--- src/rtl/alu_datapath_if.sv ---
// Bus between control_unit and alu_datapath: operation select, operand bus,
// control strobes c0..c7 and the registered status/result returned to the sequencer.
interface alu_datapath_if #(
  parameter int WIDTH = 8
);
  logic [1:0]         op;
  logic [WIDTH-1:0]   in_data;
  logic               c0, c1, c2, c3, c4, c5, c6, c7;
  logic               q0;
  logic               qm1;
  logic               a7;
  logic               cnt_done;
  logic [2*WIDTH-1:0] result;
  // result_valid is a one-cycle valid with no ready: the consumer must take
  // result in the cycle result_valid is high; result holds until the next c7.
  logic               result_valid;
  logic               protocol_err;
  logic               ovf;

  modport master (
    output op, in_data, c0, c1, c2, c3, c4, c5, c6, c7,
    input  q0, qm1, a7, cnt_done, result, result_valid, protocol_err, ovf
  );

  modport slave (
    input  op, in_data, c0, c1, c2, c3, c4, c5, c6, c7,
    output q0, qm1, a7, cnt_done, result, result_valid, protocol_err, ovf
  );
endinterface

--- src/rtl/alu_datapath.sv ---
// Booth-multiply / restoring-divide datapath: M, A, Q, Q[-1] and iteration counter,
// driven by control strobes. Optional sticky overflow flag under `ALU_OVF_FLAG_EN.
module alu_datapath #(
  parameter int WIDTH = 8
) (
  input  logic         clk,
  input  logic         rst,
  alu_datapath_if.slave bus
);
  localparam int                CNT_W   = $clog2(WIDTH) + 1;
  localparam logic [CNT_W-1:0]  CNT_MAX = CNT_W'(WIDTH);

  logic [WIDTH-1:0]   m_q, m_d;
  logic [WIDTH-1:0]   a_q, a_d;
  logic [WIDTH-1:0]   q_q, q_d;
  logic               qm1_q, qm1_d;
  logic [CNT_W-1:0]   cnt_q, cnt_d;
  logic [2*WIDTH-1:0] result_q, result_d;
  logic               rv_q, rv_d;
  logic               perr_q, perr_d;

  logic [WIDTH-1:0]   alu_res;
  logic               unused_op1;

  // op[1] only matters to control_unit; the datapath obeys strobes in every mode.
  assign unused_op1 = bus.op[1];
  assign alu_res    = bus.c3 ? (a_q - m_q) : (a_q + m_q);

`ifdef ALU_OVF_FLAG_EN
  logic ovf_q, ovf_d;
  logic ovf_hit;

  // Add overflows when like-signed operands give an opposite-signed result;
  // subtract overflows when unlike-signed operands flip the sign of A.
  always_comb begin
    if (bus.c3) begin
      ovf_hit = (a_q[WIDTH-1] != m_q[WIDTH-1]) && (alu_res[WIDTH-1] != a_q[WIDTH-1]);
    end else begin
      ovf_hit = (a_q[WIDTH-1] == m_q[WIDTH-1]) && (alu_res[WIDTH-1] != a_q[WIDTH-1]);
    end
  end

  always_comb begin
    ovf_d = ovf_q;
    if (bus.c0) begin
      ovf_d = 1'b0;
    end else if (bus.c2 && ovf_hit) begin
      ovf_d = 1'b1;
    end
  end

  always_ff @(posedge clk) begin
    if (rst) begin
      ovf_q <= 1'b0;
    end else begin
      ovf_q <= ovf_d;
    end
  end

  assign bus.ovf = ovf_q;
`else
  assign bus.ovf = 1'b0;
`endif

  always_comb begin
    m_d      = m_q;
    a_d      = a_q;
    q_d      = q_q;
    qm1_d    = qm1_q;
    cnt_d    = cnt_q;
    perr_d   = perr_q;
    result_d = bus.c7 ? {a_q, q_q} : result_q;
    rv_d     = bus.c7;

    if (bus.c0) begin
      // A c0 cycle clears everything; an accompanying c4 is still flagged.
      m_d    = bus.in_data;
      a_d    = '0;
      q_d    = bus.c1 ? bus.in_data : '0;
      qm1_d  = 1'b0;
      cnt_d  = '0;
      perr_d = bus.c4;
    end else begin
      if (bus.c2) begin
        a_d = alu_res;
      end
      if (bus.c2 && bus.c4) begin
        perr_d = 1'b1;
      end else if (bus.c4) begin
        if (bus.op[0]) begin
          a_d = {a_q[WIDTH-2:0], q_q[WIDTH-1]};
          q_d = {q_q[WIDTH-2:0], bus.c6};
        end else begin
          a_d   = {a_q[WIDTH-1], a_q[WIDTH-1:1]};
          q_d   = {a_q[0], q_q[WIDTH-1:1]};
          qm1_d = q_q[0];
        end
      end
      // A Q load in the same cycle takes precedence over the shifted Q.
      if (bus.c1) begin
        q_d = bus.in_data;
      end
      if (bus.c5 && (cnt_q < CNT_MAX)) begin
        cnt_d = cnt_q + CNT_W'(1);
      end
    end
  end

  always_ff @(posedge clk) begin
    if (rst) begin
      m_q      <= '0;
      a_q      <= '0;
      q_q      <= '0;
      qm1_q    <= 1'b0;
      cnt_q    <= '0;
      result_q <= '0;
      rv_q     <= 1'b0;
      perr_q   <= 1'b0;
    end else begin
      m_q      <= m_d;
      a_q      <= a_d;
      q_q      <= q_d;
      qm1_q    <= qm1_d;
      cnt_q    <= cnt_d;
      result_q <= result_d;
      rv_q     <= rv_d;
      perr_q   <= perr_d;
    end
  end

  assign bus.q0           = q_q[0];
  assign bus.qm1          = qm1_q;
  assign bus.a7           = a_q[WIDTH-1];
  assign bus.cnt_done     = (cnt_q == CNT_MAX);
  assign bus.result       = result_q;
  assign bus.result_valid = rv_q;
  assign bus.protocol_err = perr_q;
endmodule

--- src/flat_wrapper.sv ---
// flat-port wrapper written by rule: the top's interface ports become plain ports
module alu_datapath_flat 
#(
  parameter int WIDTH = 8
)
  (clk, rst, bus_op, bus_in_data, bus_c0, bus_c1, bus_c2, bus_c3, bus_c4, bus_c5, bus_c6, bus_c7, bus_q0, bus_qm1, bus_a7, bus_cnt_done, bus_result, bus_result_valid, bus_protocol_err, bus_ovf);
  alu_datapath_if #(.WIDTH(WIDTH)) bus_i ();
  input  logic clk;
  input  logic rst;
  input wire logic [$bits(bus_i.op)-1:0] bus_op;
  input wire logic [$bits(bus_i.in_data)-1:0] bus_in_data;
  input wire logic [$bits(bus_i.c0)-1:0] bus_c0;
  input wire logic [$bits(bus_i.c1)-1:0] bus_c1;
  input wire logic [$bits(bus_i.c2)-1:0] bus_c2;
  input wire logic [$bits(bus_i.c3)-1:0] bus_c3;
  input wire logic [$bits(bus_i.c4)-1:0] bus_c4;
  input wire logic [$bits(bus_i.c5)-1:0] bus_c5;
  input wire logic [$bits(bus_i.c6)-1:0] bus_c6;
  input wire logic [$bits(bus_i.c7)-1:0] bus_c7;
  output wire logic [$bits(bus_i.q0)-1:0] bus_q0;
  output wire logic [$bits(bus_i.qm1)-1:0] bus_qm1;
  output wire logic [$bits(bus_i.a7)-1:0] bus_a7;
  output wire logic [$bits(bus_i.cnt_done)-1:0] bus_cnt_done;
  output wire logic [$bits(bus_i.result)-1:0] bus_result;
  output wire logic [$bits(bus_i.result_valid)-1:0] bus_result_valid;
  output wire logic [$bits(bus_i.protocol_err)-1:0] bus_protocol_err;
  output wire logic [$bits(bus_i.ovf)-1:0] bus_ovf;
  assign bus_i.op = bus_op;
  assign bus_i.in_data = bus_in_data;
  assign bus_i.c0 = bus_c0;
  assign bus_i.c1 = bus_c1;
  assign bus_i.c2 = bus_c2;
  assign bus_i.c3 = bus_c3;
  assign bus_i.c4 = bus_c4;
  assign bus_i.c5 = bus_c5;
  assign bus_i.c6 = bus_c6;
  assign bus_i.c7 = bus_c7;
  assign bus_q0 = bus_i.q0;
  assign bus_qm1 = bus_i.qm1;
  assign bus_a7 = bus_i.a7;
  assign bus_cnt_done = bus_i.cnt_done;
  assign bus_result = bus_i.result;
  assign bus_result_valid = bus_i.result_valid;
  assign bus_protocol_err = bus_i.protocol_err;
  assign bus_ovf = bus_i.ovf;
  alu_datapath #(.WIDTH(WIDTH)) u_core (.clk(clk), .rst(rst), .bus(bus_i));
endmodule
--- config.mk ---
export PLATFORM = sky130hd
export DESIGN_NAME = alu_datapath_flat
export DESIGN_NICKNAME = d
export VERILOG_FILES = /design/src/rtl/alu_datapath_if.sv /design/src/rtl/alu_datapath.sv /design/src/flat_wrapper.sv
export SDC_FILE = /design/constraint.sdc
export NUM_CORES = 1
export LEC_CHECK = 0
export CAP_MARGIN = 10
export CORE_UTILIZATION = 30
export CTS_CLUSTER_DIAMETER = 30
export DETAILED_ROUTE_END_ITERATION = 10
export SLEW_MARGIN = 20
export SYNTH_ARGS = -nofsm -noshare
export SYNTH_HDL_FRONTEND = slang
export SYNTH_SLANG_ARGS = --single-unit
--- constraint.sdc ---
create_clock -name clk -period 3.16 [get_ports clk]
set_clock_uncertainty 0.1 [all_clocks]
set_input_delay 0.474 -clock clk [delete_from_list [all_inputs] [get_ports clk]]
set_output_delay 0.474 -clock clk [all_outputs]
set_load 0.005 [all_outputs]
# Word-level counts from Yosys, hierarchy flattened
# Index checks and enable logic that the tools add are counted.
# word_totals
register_bits,47
input_bits,20
out_inout_bits,23
elab_cells,38
# classes
add_sub_neg,3
order_cmp,1
n_eq_ne,3
muxes,13
bitwise,2
reduce_logical,7
# op_table
op,count
8-bit 2-to-1 mux,11
8-bit adder,1
8-bit subtractor,1
4-bit by 1-bit adder with 4-bit output (second input constant),1
4-bit == test (second input constant),1
4-bit < comparator (second input constant),1
3-bit by 2-bit != test with 1-bit output (second input constant),1
3-bit != test (second input constant),1
3-bit AND reduction,1
3-bit nonzero test,1
1-bit logical AND,2
1-bit 2-to-1 mux,2
1-bit inverter,2
2-bit AND reduction,1
2-bit nonzero test,1
2-bit OR reduction,1

# Longest topological paths before layout
# Gate-level depths: netlist of the first run.
# logic_depth
word_depth,5
ltp_mapped,10
ltp_nobuf,10

# Worst setup path after synthesis of the first run
# Ideal clock, no wire load.
# synth_path
path_kind,flip-flop to flip-flop
startpoint,register u_core.m_q[0]
endpoint,register u_core.a_q[7]
setup_time_ns,0.123
t_arrival_ns,2.221
required_time_ns,2.937
slack_ns,0.715
path_stages_with_launch,11
n_path_buf,0
period_less_slack_ns,2.445
cell_sequence,dfxtp_1 -> inv_1 -> ha_1 -> a31oi_1 -> xnor2_1 -> ha_1 -> a21o_1 -> a31o_1 -> a21oi_2 -> xnor2_1 -> mux2_1
# synth_via
elab_chain_cells,5
elab_cells_between_ends,6
classes_between,2 x add/sub; 4 x mux
# synth_lines
item,line,rtl
from (decl),alu_datapath.sv:13,"logic [WIDTH-1:0] m_q, m_d;"
from (signal assigned),alu_datapath.sv:120,m_q <= m_d;
8-bit adder or 8-bit subtractor (tied branches),alu_datapath.sv:27,assign alu_res = bus.c3 ? (a_q - m_q) : (a_q + m_q);
8-bit 2-to-1 mux (*),alu_datapath.sv:27,
8-bit 2-to-1 mux (*),alu_datapath.sv:84,if (bus.c2) begin
8-bit 2-to-1 mux,alu_datapath.sv:89,end else if (bus.c4) begin
8-bit 2-to-1 mux (*),alu_datapath.sv:87,if (bus.c2 && bus.c4) begin
to (signal assigned),alu_datapath.sv:112,a_q <= '0;
to (signal assigned),alu_datapath.sv:121,a_q <= a_d;
to (decl),alu_datapath.sv:14,"logic [WIDTH-1:0] a_q, a_d;"
# Every way passes the cells marked *; elsewhere a longest branch is shown, timed or not.
# A chain may end at the register's enable or synchronous reset.

# Final worst setup path of the first run
# layout_path
startpoint,input port bus_c3
endpoint,register u_core.a_q[7]
# layout_via
elab_chain_cells,4
# layout_lines
item,line,rtl
from (decl),flat_wrapper.sv:15,input wire logic [$bits(bus_i.c3)-1:0] bus_c3;
8-bit 2-to-1 mux (*),alu_datapath.sv:27,
8-bit 2-to-1 mux (*),alu_datapath.sv:84,
8-bit 2-to-1 mux,alu_datapath.sv:89,
8-bit 2-to-1 mux (*),alu_datapath.sv:87,
# Marks and branches as above.

==> run summary, run 1 <==
- launching element type of the critical path: input pin
- cell accounting for the most synthesized area: sky130_fd_sc_hd__dfxtp_1
- total routed wirelength: 5380 um
- peak ir drop on the vdd network: 213 uV
- critical path peak fanout: 7
- area growth from synthesis to final layout: 24.5%
- slew at the pin closest to its max-slew limit: 0.509 ns
- CTS sink cnt: 47
- largest delay contributor family on the critical path: compound AO/OA/AOI/OAI gates
- Port Buffers: 40
- setup-violating endpoint count in the final report: 0
- sequential element share of the synthesized area: 38.1%
- clock transition at the registers of the reported paths: 0.08 ns
- slowest stage cell, crit path: sky130_fd_sc_hd__clkdlybuf4s50_1
- Cell variety after synth: 37
- Post-Synthesis Cell Area: 2470 um2
- number of antenna violations at the first check in global routing: 0
- power density relative to cell area: 466 nW/um2
- number of primary I/O pins: 43
- number of enable-type register cells in the synthesized netlist: 0
- DRT antenna net count: 0
- H-tree depth reported by CTS: 2
- post-route insts no fill: 414
- worst slew margin relative to its limit: 66.1%
- Avg Vias per Cell: 4.88
- Inserted Clock Buffers: 5
- dpl hpwl: 3830 um
- via count of the routed design: 2,020
- Final Hold Vio Count: 0
- routed wire length per instance: 13.0 um
- wire length of the first global-routing pass: 9000 um
- filler cell count in the final layout: 805
- clock latency at the later pin of the worst-skew pair: 0.30 ns
- kind of critical path: input pin to flip-flop
- register-to-register setup slack: 0.59 ns
- post_cts resized: 0
- Die X-Extent: 92.7 um
- clock network power share: 31.9%
- fraction of post-synthesis cell area in the top cell type by area: 38.1%
- start of the worst register-to-register path: u_core.m_q[0]$_SDFFE_PP0P_
- Post-CTS Setup Inserts: 0
- synthesized netlist net count: 308
- end point of the critical path: u_core.a_q[7]$_SDFFE_PP0P_
- Leakage Power: 1.24 nW
- final antenna diode count: 0
- root buffer cell: sky130_fd_sc_hd__clkbuf_8
- 1st-pass router iterations: 4
- fin crit period: 2.60 ns
- biggest area contributors in the synthesized netlist: sky130_fd_sc_hd__dfxtp_1 (38%), sky130_fd_sc_hd__mux2i_1 (13%), sky130_fd_sc_hd__nor2_1 (8.2%)
- sequential fraction of design power: 46.2%
- overflow left after global routing: 0
- internal cell power: 0.00104 W
- initial standard-cell utilization of the core: 31.4%
- overall die height: 92.7 um
- setup repair after global routing missed its margin: false
- Remaining DRCs: 0
- number of nets in the finished design: 342
- highest clock rate: 384 MHz
- overall global routing resource usage: 13.3%
- delay of the slowest critical-path stage: 0.53 ns
- synthesis-stage register bit count: 47
- syn avg cell area: 8.91 um2
- depth of the most critical reg-to-reg path: 10
- commonest cells in the netlist: sky130_fd_sc_hd__nor2_1 (54), sky130_fd_sc_hd__dfxtp_1 (47), sky130_fd_sc_hd__mux2i_1 (32)
- worst-path cell chain: clkdlybuf4s50_1, a31oi_1, xnor2_1, ha_1, a21o_1, a31o_1, a21oi_2, xnor2_1, mux2_1
- cell mode on critical path: sky130_fd_sc_hd__xnor2_1
- Yosys warning count: 0
- post-layout utilization of the core: 39.2%
- fraction of layout instances using a drive strength above 1: 5.77%
- critical path required time: 3.25 ns
- number of global-route vias before repair: 1,868
- CTS Hold Bufs: 0
- TritonCTS clock tree: built
- Placed Cells incl. Taps: 406
- status: complete, no violations
- number of cells on the critical path: 9
- Worst Setup End Kind: flip-flop
- net switching fraction of the power: 27.1%
- proportion of synthesized flip-flops having asynchronous set or reset: 0%
- synthesized netlist cell count: 277
- period utilisation layout: 82.3%
- most used standard cell by instance count after synthesis: sky130_fd_sc_hd__nor2_1
- Worst Path Arrival: 2.69 ns
- Rows: 32
- CP bufs+invs: 1
- # Max-Cap Violations: 0
- DRC marker count from the first detailed-route iteration: 83
- core area: 7850 um2
- Max Slew Vio Count: 0
- flip-flop cell with the highest count after synthesis: sky130_fd_sc_hd__dfxtp_1
- Final Wtd Congestion: 0.835
- startpoint of the most critical setup path: bus_c3
- Hold Crit Class: flip-flop to flip-flop
- largest net degree at the start of global routing: 36
- Worst R2R End: u_core.a_q[7]$_SDFFE_PP0P_
- combinational share of power: 21.9%
- Post-Route Setup TNS: 0 ns
- Total Die Area: 8590 um2
- net switching power figure: 0.000388 W
- largest buffer count on any clock path: 2
flip-flops by register name (all words and copies together), names as in the netlist:
| signal | flops |
|---|---|
| u_core.cnt_q | 4 |
| u_core.bus.qm1 | 1 |
| u_core.bus.result_valid | 1 |
| u_core.a_q | 8 |
| u_core.q_q | 8 |
| u_core.m_q | 8 |
| u_core.bus.result | 16 |
| u_core.bus.protocol_err | 1 |
worst min-delay path by stage:
stage	from	to	slack (ns)	cells after the start
after floorplan	u_core.cnt_q[3]$_SDFFE_PP0P_	u_core.cnt_q[3]$_SDFFE_PP0P_	0.36	2
after global placement	u_core.bus.protocol_err$_SDFFE_PP0P_	u_core.bus.protocol_err$_SDFFE_PP0P_	0.36	2
after detailed placement	u_core.bus.protocol_err$_SDFFE_PP0P_	u_core.bus.protocol_err$_SDFFE_PP0P_	0.37	2
after CTS	u_core.bus.protocol_err$_SDFFE_PP0P_	u_core.bus.protocol_err$_SDFFE_PP0P_	0.39	2
after global routing	u_core.bus.protocol_err$_SDFFE_PP0P_	u_core.bus.protocol_err$_SDFFE_PP0P_	0.42	2
final	u_core.bus.protocol_err$_SDFFE_PP0P_	u_core.bus.protocol_err$_SDFFE_PP0P_	0.38	2
power groups by stage:
stage               combinational (W)  clock, W  sequential [W]
finish                       0.000313  0.000457        0.000661
global route                 0.000350  0.000495        0.000668
CTS                          0.000315  0.000470        0.000662
detailed placement           0.000313         0        0.000676
global placement             0.000310         0        0.000675
floorplan                    0.000226         0        0.000666
layout make-up:
type	instances	area, um2	share of cell area, %
Clock buffer	6	82.6	2.69
Clock inverter	2	35.0	1.14
Inverter	10	37.5	1.22
Multi-Input combinational cell	201	1400	45.7
Sequential cell	47	941	30.6
Tap cell	102	128	4.15
Timing Repair Buffer	46	445	14.5
layer usage:
metal / GRT usage [%] / share of wire [%] / up-vias
li1: - / - / 1035
met1: 17.0 / 48 / 934
met2: 21.7 / 46 / 42
met3: 2.55 / 4.1 / 9
met4: 5.51 / 1.9 / 0
met5: 0 / 0 / -
cells in the final DEF (no fill, tap or decap), types with 5 or more instances in the layout:
cell type                         Yosys  routed
sky130_fd_sc_hd__mux2_1               8       8
sky130_fd_sc_hd__a211oi_1            13      13
sky130_fd_sc_hd__xnor2_1             10      10
sky130_fd_sc_hd__inv_1               10      10
sky130_fd_sc_hd__a31oi_1              5       5
sky130_fd_sc_hd__buf_4                1       6
sky130_fd_sc_hd__clkdlybuf4s50_1      0      40
sky130_fd_sc_hd__a22oi_1              8       8
sky130_fd_sc_hd__nand2_1             12      12
sky130_fd_sc_hd__mux2i_1             32      32
sky130_fd_sc_hd__a21oi_1             13      13
sky130_fd_sc_hd__clkbuf_8             0       6
sky130_fd_sc_hd__nor2_1              54      54
sky130_fd_sc_hd__ha_1                10      10
sky130_fd_sc_hd__dfxtp_1             47      47
stage by stage:
stage                     worst slack [ns]  hold slack [ns]  instance area, um2  power [W]
final                                0.559            0.382                3070    0.00143
after global placement               0.251            0.364                2960   0.000985
after floorplan                      0.715            0.363                2470   0.000892
after global routing                 0.393            0.415                3070    0.00151
after CTS                            0.564            0.385                3070    0.00145
after detailed placement             0.248            0.371                2960   0.000989
worst min-delay path, cell delays in order, from the launching register on:
cell                       delay (ns)
sky130_fd_sc_hd__dfxtp_1         0.32
sky130_fd_sc_hd__nand2b_1        0.06
sky130_fd_sc_hd__a21oi_1         0.06
logic make-up after synthesis:
kind of cell    synth area share (%)
flops                           38.1
simple gates                    14.9
other cells                    0.152
buf+inv                         4.97
mux                             16.6
xor+xnor                        4.61
compound gates                  14.7
fa+ha+maj                       5.88
(Power assumes the default switching activity.)
==> run 2, diff against run 1 <==
clock period = 2.5 ns   (was 3.16 ns; I/O delays follow)
==> run summary, run 2 (synthesis results as in run 1) <==
- period utilisation layout: 94.9%
- Remaining DRCs: 0, unchanged
- Final Wtd Congestion: 0.835, about the same
- DRC marker count from the first detailed-route iteration: 112, was 83
- Avg Vias per Cell: 4.90, was 4.88
- # Max-Cap Violations: 0, unchanged
- Leakage Power: 1.33 nW, was 1.24 nW
- Worst Path Arrival: 2.45 ns, was 2.69 ns
- critical path peak fanout: 4, was 7
- wire length of the first global-routing pass: 9610 um, was 9000 um
- highest clock rate: 421 MHz
- critical path required time: 2.58 ns, was 3.25 ns
- kind of critical path: flip-flop to flip-flop, was input pin to flip-flop
- area growth from synthesis to final layout: 30.7%, was 24.5%
- internal cell power: 0.00124 W, was 0.00104 W
- CTS sink cnt: 47, unchanged
- net switching fraction of the power: 29.2%, was 27.1%
- 1st-pass router iterations: 4, unchanged
- launching element type of the critical path: flip-flop, was input pin
- number of flip-flops under the largest register name: 16, unchanged
- routed wire length per instance: 13.4 um, was 13.0 um
- setup-violating endpoint count in the final report: 0, unchanged
- number of primary I/O pins: 43, unchanged
- total routed wirelength: 5760 um, was 5380 um
- peak ir drop on the vdd network: 199 uV, was 213 uV
- power density relative to cell area: 541 nW/um2, was 466 nW/um2
- register-to-register setup slack: 0.13 ns, was 0.59 ns
- H-tree depth reported by CTS: 2, unchanged
- number of antenna violations at the first check in global routing: 0, unchanged
- largest net degree at the start of global routing: 25, was 36
- most common cell after layout, fill and taps aside: sky130_fd_sc_hd__nor2_1, unchanged
- post-route insts no fill: 431, was 414
- overall power consumption: 0.00175 W, was 0.00143 W
- initial standard-cell utilization of the core: 31.4%, unchanged
- combinational share of power: 27.4%, was 21.9%
- DRT antenna net count: 0, unchanged
- worst slew margin relative to its limit: 66.5%, was 66.1%
- area used by multi-input combinational logic: 1450 um2, was 1400 um2
- overflow left after global routing: 0, unchanged
- clock latency at the later pin of the worst-skew pair: 0.30 ns, about the same
- Worst R2R End: u_core.a_q[7]$_SDFFE_PP0P_, unchanged
- Die X-Extent: 92.7 um, unchanged
- core area: 7850 um2, unchanged
- beginning of the worst hold path: u_core.bus.protocol_err$_SDFFE_PP0P_, unchanged
- most frequent cells in the layout: sky130_fd_sc_hd__nor2_1 (54), sky130_fd_sc_hd__dfxtp_1 (44), sky130_fd_sc_hd__clkdlybuf4s50_1 (39), sky130_fd_sc_hd__mux2i_1 (32), sky130_fd_sc_hd__buf_4 (25), was sky130_fd_sc_hd__nor2_1 (54), sky130_fd_sc_hd__dfxtp_1 (47), sky130_fd_sc_hd__clkdlybuf4s50_1 (40), sky130_fd_sc_hd__mux2i_1 (32)
- overall die height: 92.7 um, unchanged
- root buffer cell: sky130_fd_sc_hd__clkbuf_8, unchanged
- post-layout utilization of the core: 41.1%, was 39.2%
- slowest stage cell, crit path: sky130_fd_sc_hd__dfxtp_2, was sky130_fd_sc_hd__clkdlybuf4s50_1
- dpl hpwl: 4230 um, was 3830 um
- Placed Cells incl. Taps: 424, was 406
- Hold Crit Class: flip-flop to flip-flop, unchanged
- hold path depth: 2, unchanged
- slew at the pin closest to its max-slew limit: 0.502 ns, was 0.509 ns
- clock transition at the registers of the reported paths: 0.09 ns, was 0.08 ns
- FF/Latch Area: 945 um2, was 941 um2
- filler cell count in the final layout: 797, was 805
- start of the worst register-to-register path: u_core.m_q[1]$_SDFFE_PP0P_, was u_core.m_q[0]$_SDFFE_PP0P_
- overall global routing resource usage: 14.1%, was 13.3%
- number of global-route vias before repair: 1,965, was 1,868
- Max Slew Vio Count: 0, unchanged
- Worst Setup End Kind: flip-flop, unchanged
- status: complete, no violations, unchanged
- Rows: 32, unchanged
- fin crit period: 2.37 ns
- Total Die Area: 8590 um2, unchanged
- via count of the routed design: 2,110, was 2,020
- sequential fraction of design power: 47.8%, was 46.2%
- fraction of layout instances using a drive strength above 1: 13.1%, was 5.77%
- end point of the worst hold path: u_core.bus.protocol_err$_SDFFE_PP0P_, unchanged
- net switching power figure: 0.000509 W, was 0.000388 W
- delay of the slowest critical-path stage: 0.34 ns, was 0.53 ns
- depth of the most critical reg-to-reg path: 10, unchanged
- Final Hold Slack: 0.380 ns, was 0.382 ns
- Final Hold Vio Count: 0, unchanged
- TritonCTS clock tree: built, unchanged
- final antenna diode count: 0, unchanged
- number of nets in the finished design: 361, was 342
- clock network power share: 24.9%, was 31.9%
- worst-path cell chain: inv_1, ha_4, a31oi_2, xnor2_1, ha_1, a21o_1, a31o_1, a21oi_2, xnor2_2, mux2_4, was clkdlybuf4s50_1, a31oi_1, xnor2_1, ha_1, a21o_1, a31o_1, a21oi_2, xnor2_1, mux2_1
- Port Buffers: 40, unchanged
- Inserted Clock Buffers: 5, unchanged
- largest buffer count on any clock path: 2, unchanged
==> run 2: cell count changes in the layout (fill, tap and decap cells not counted), moves of 2 or more <==
cell	delta
sky130_fd_sc_hd__a31oi_1	-2
sky130_fd_sc_hd__buf_4	+19
sky130_fd_sc_hd__dfxtp_1	-3
sky130_fd_sc_hd__dfxtp_2	+3
==> run 2: routing by layer <==
metal,vias up,track usage (%),part of all wire (%)
met5,-,0,0
met4,0,4.49,1.2
met3,8,1.97,2.7
met2,34,24.1,46
met1,1003,18.4,50
li1,1065,-,-
==> run 2: worst max path at each step <==
stage,slack [ns],startpoint,to,depth (start not counted)
floorplan,0.06,u_core.m_q[0]$_SDFFE_PP0P_,u_core.a_q[7]$_SDFFE_PP0P_,10
global placement,-0.20,bus_c3,u_core.a_q[7]$_SDFFE_PP0P_,9
CTS,0.05,u_core.m_q[0]$_SDFFE_PP0P_,u_core.a_q[7]$_SDFFE_PP0P_,10
detailed placement,-0.23,bus_c3,u_core.a_q[7]$_SDFFE_PP0P_,9
global route,-0.005,u_core.m_q[1]$_SDFFE_PP0P_,u_core.a_q[7]$_SDFFE_PP0P_,10
finish,0.13,u_core.m_q[1]$_SDFFE_PP0P_,u_core.a_q[7]$_SDFFE_PP0P_,10
==> run 2: timing repair <==
| item | in CTS | in global routing |
|---|---|---|
| hold buffers | 0 | 0 |
| setup buffers | 0 | 1 |
| endpoints found under the setup margin | 0 | 1 |
| resized for setup | 0 | 11 |
| hold endpoints to repair | 0 | 0 |
==> run 2: cell type report <==
class	instances	area share (%)
multi-input cells	201	44.9
well taps	102	3.96
flip-flops and latches	47	29.3
repair buffers	65	18.3
clock buffers	5	2.13
clock inverters	1	0.233
inverters	10	1.16
==> run 2: critical path, delay by kind of cell, from the launching register on <==
family / cells / cell delay [ns]
fa+ha+maj: 2 / 0.45
xor+xnor: 2 / 0.29
compound gates: 4 / 0.70
buf+inv: 1 / 0.06
flops: 1 / 0.34
mux: 1 / 0.31
==> run 2: stage by stage <==
stage                     cell area, um2  setup TNS (ns)  setup slack [ns]
after detailed placement            3090          -0.490            -0.228
final                               3230               0             0.127
after global routing                3230        -0.00521          -0.00521
after global placement              3090          -0.446            -0.198
after floorplan                     2470               0            0.0552
after CTS                           3170               0            0.0455
==> run 2: power groups by stage <==
| stage | combinational [W] | clock (W) | sequential [W] |
|---|---|---|---|
| 3_5_place_dp | 0.000454 | 0 | 0.000851 |
| 5_1_grt | 0.000530 | 0.000483 | 0.000841 |
| 4_1_cts | 0.000458 | 0.000448 | 0.000834 |
| 3_3_place_gp | 0.000447 | 0 | 0.000850 |
| 2_1_floorplan | 0.000286 | 0 | 0.000842 |
| 6_report | 0.000478 | 0.000434 | 0.000834 |
==> run 3, diff against run 2 <==
CAP_MARGIN = unset   (was 10)
SLEW_MARGIN = 30   (was 20)
==> results of run 3 <==
Same layout as run 2: the final DEF is identical, and so are final timing and power.
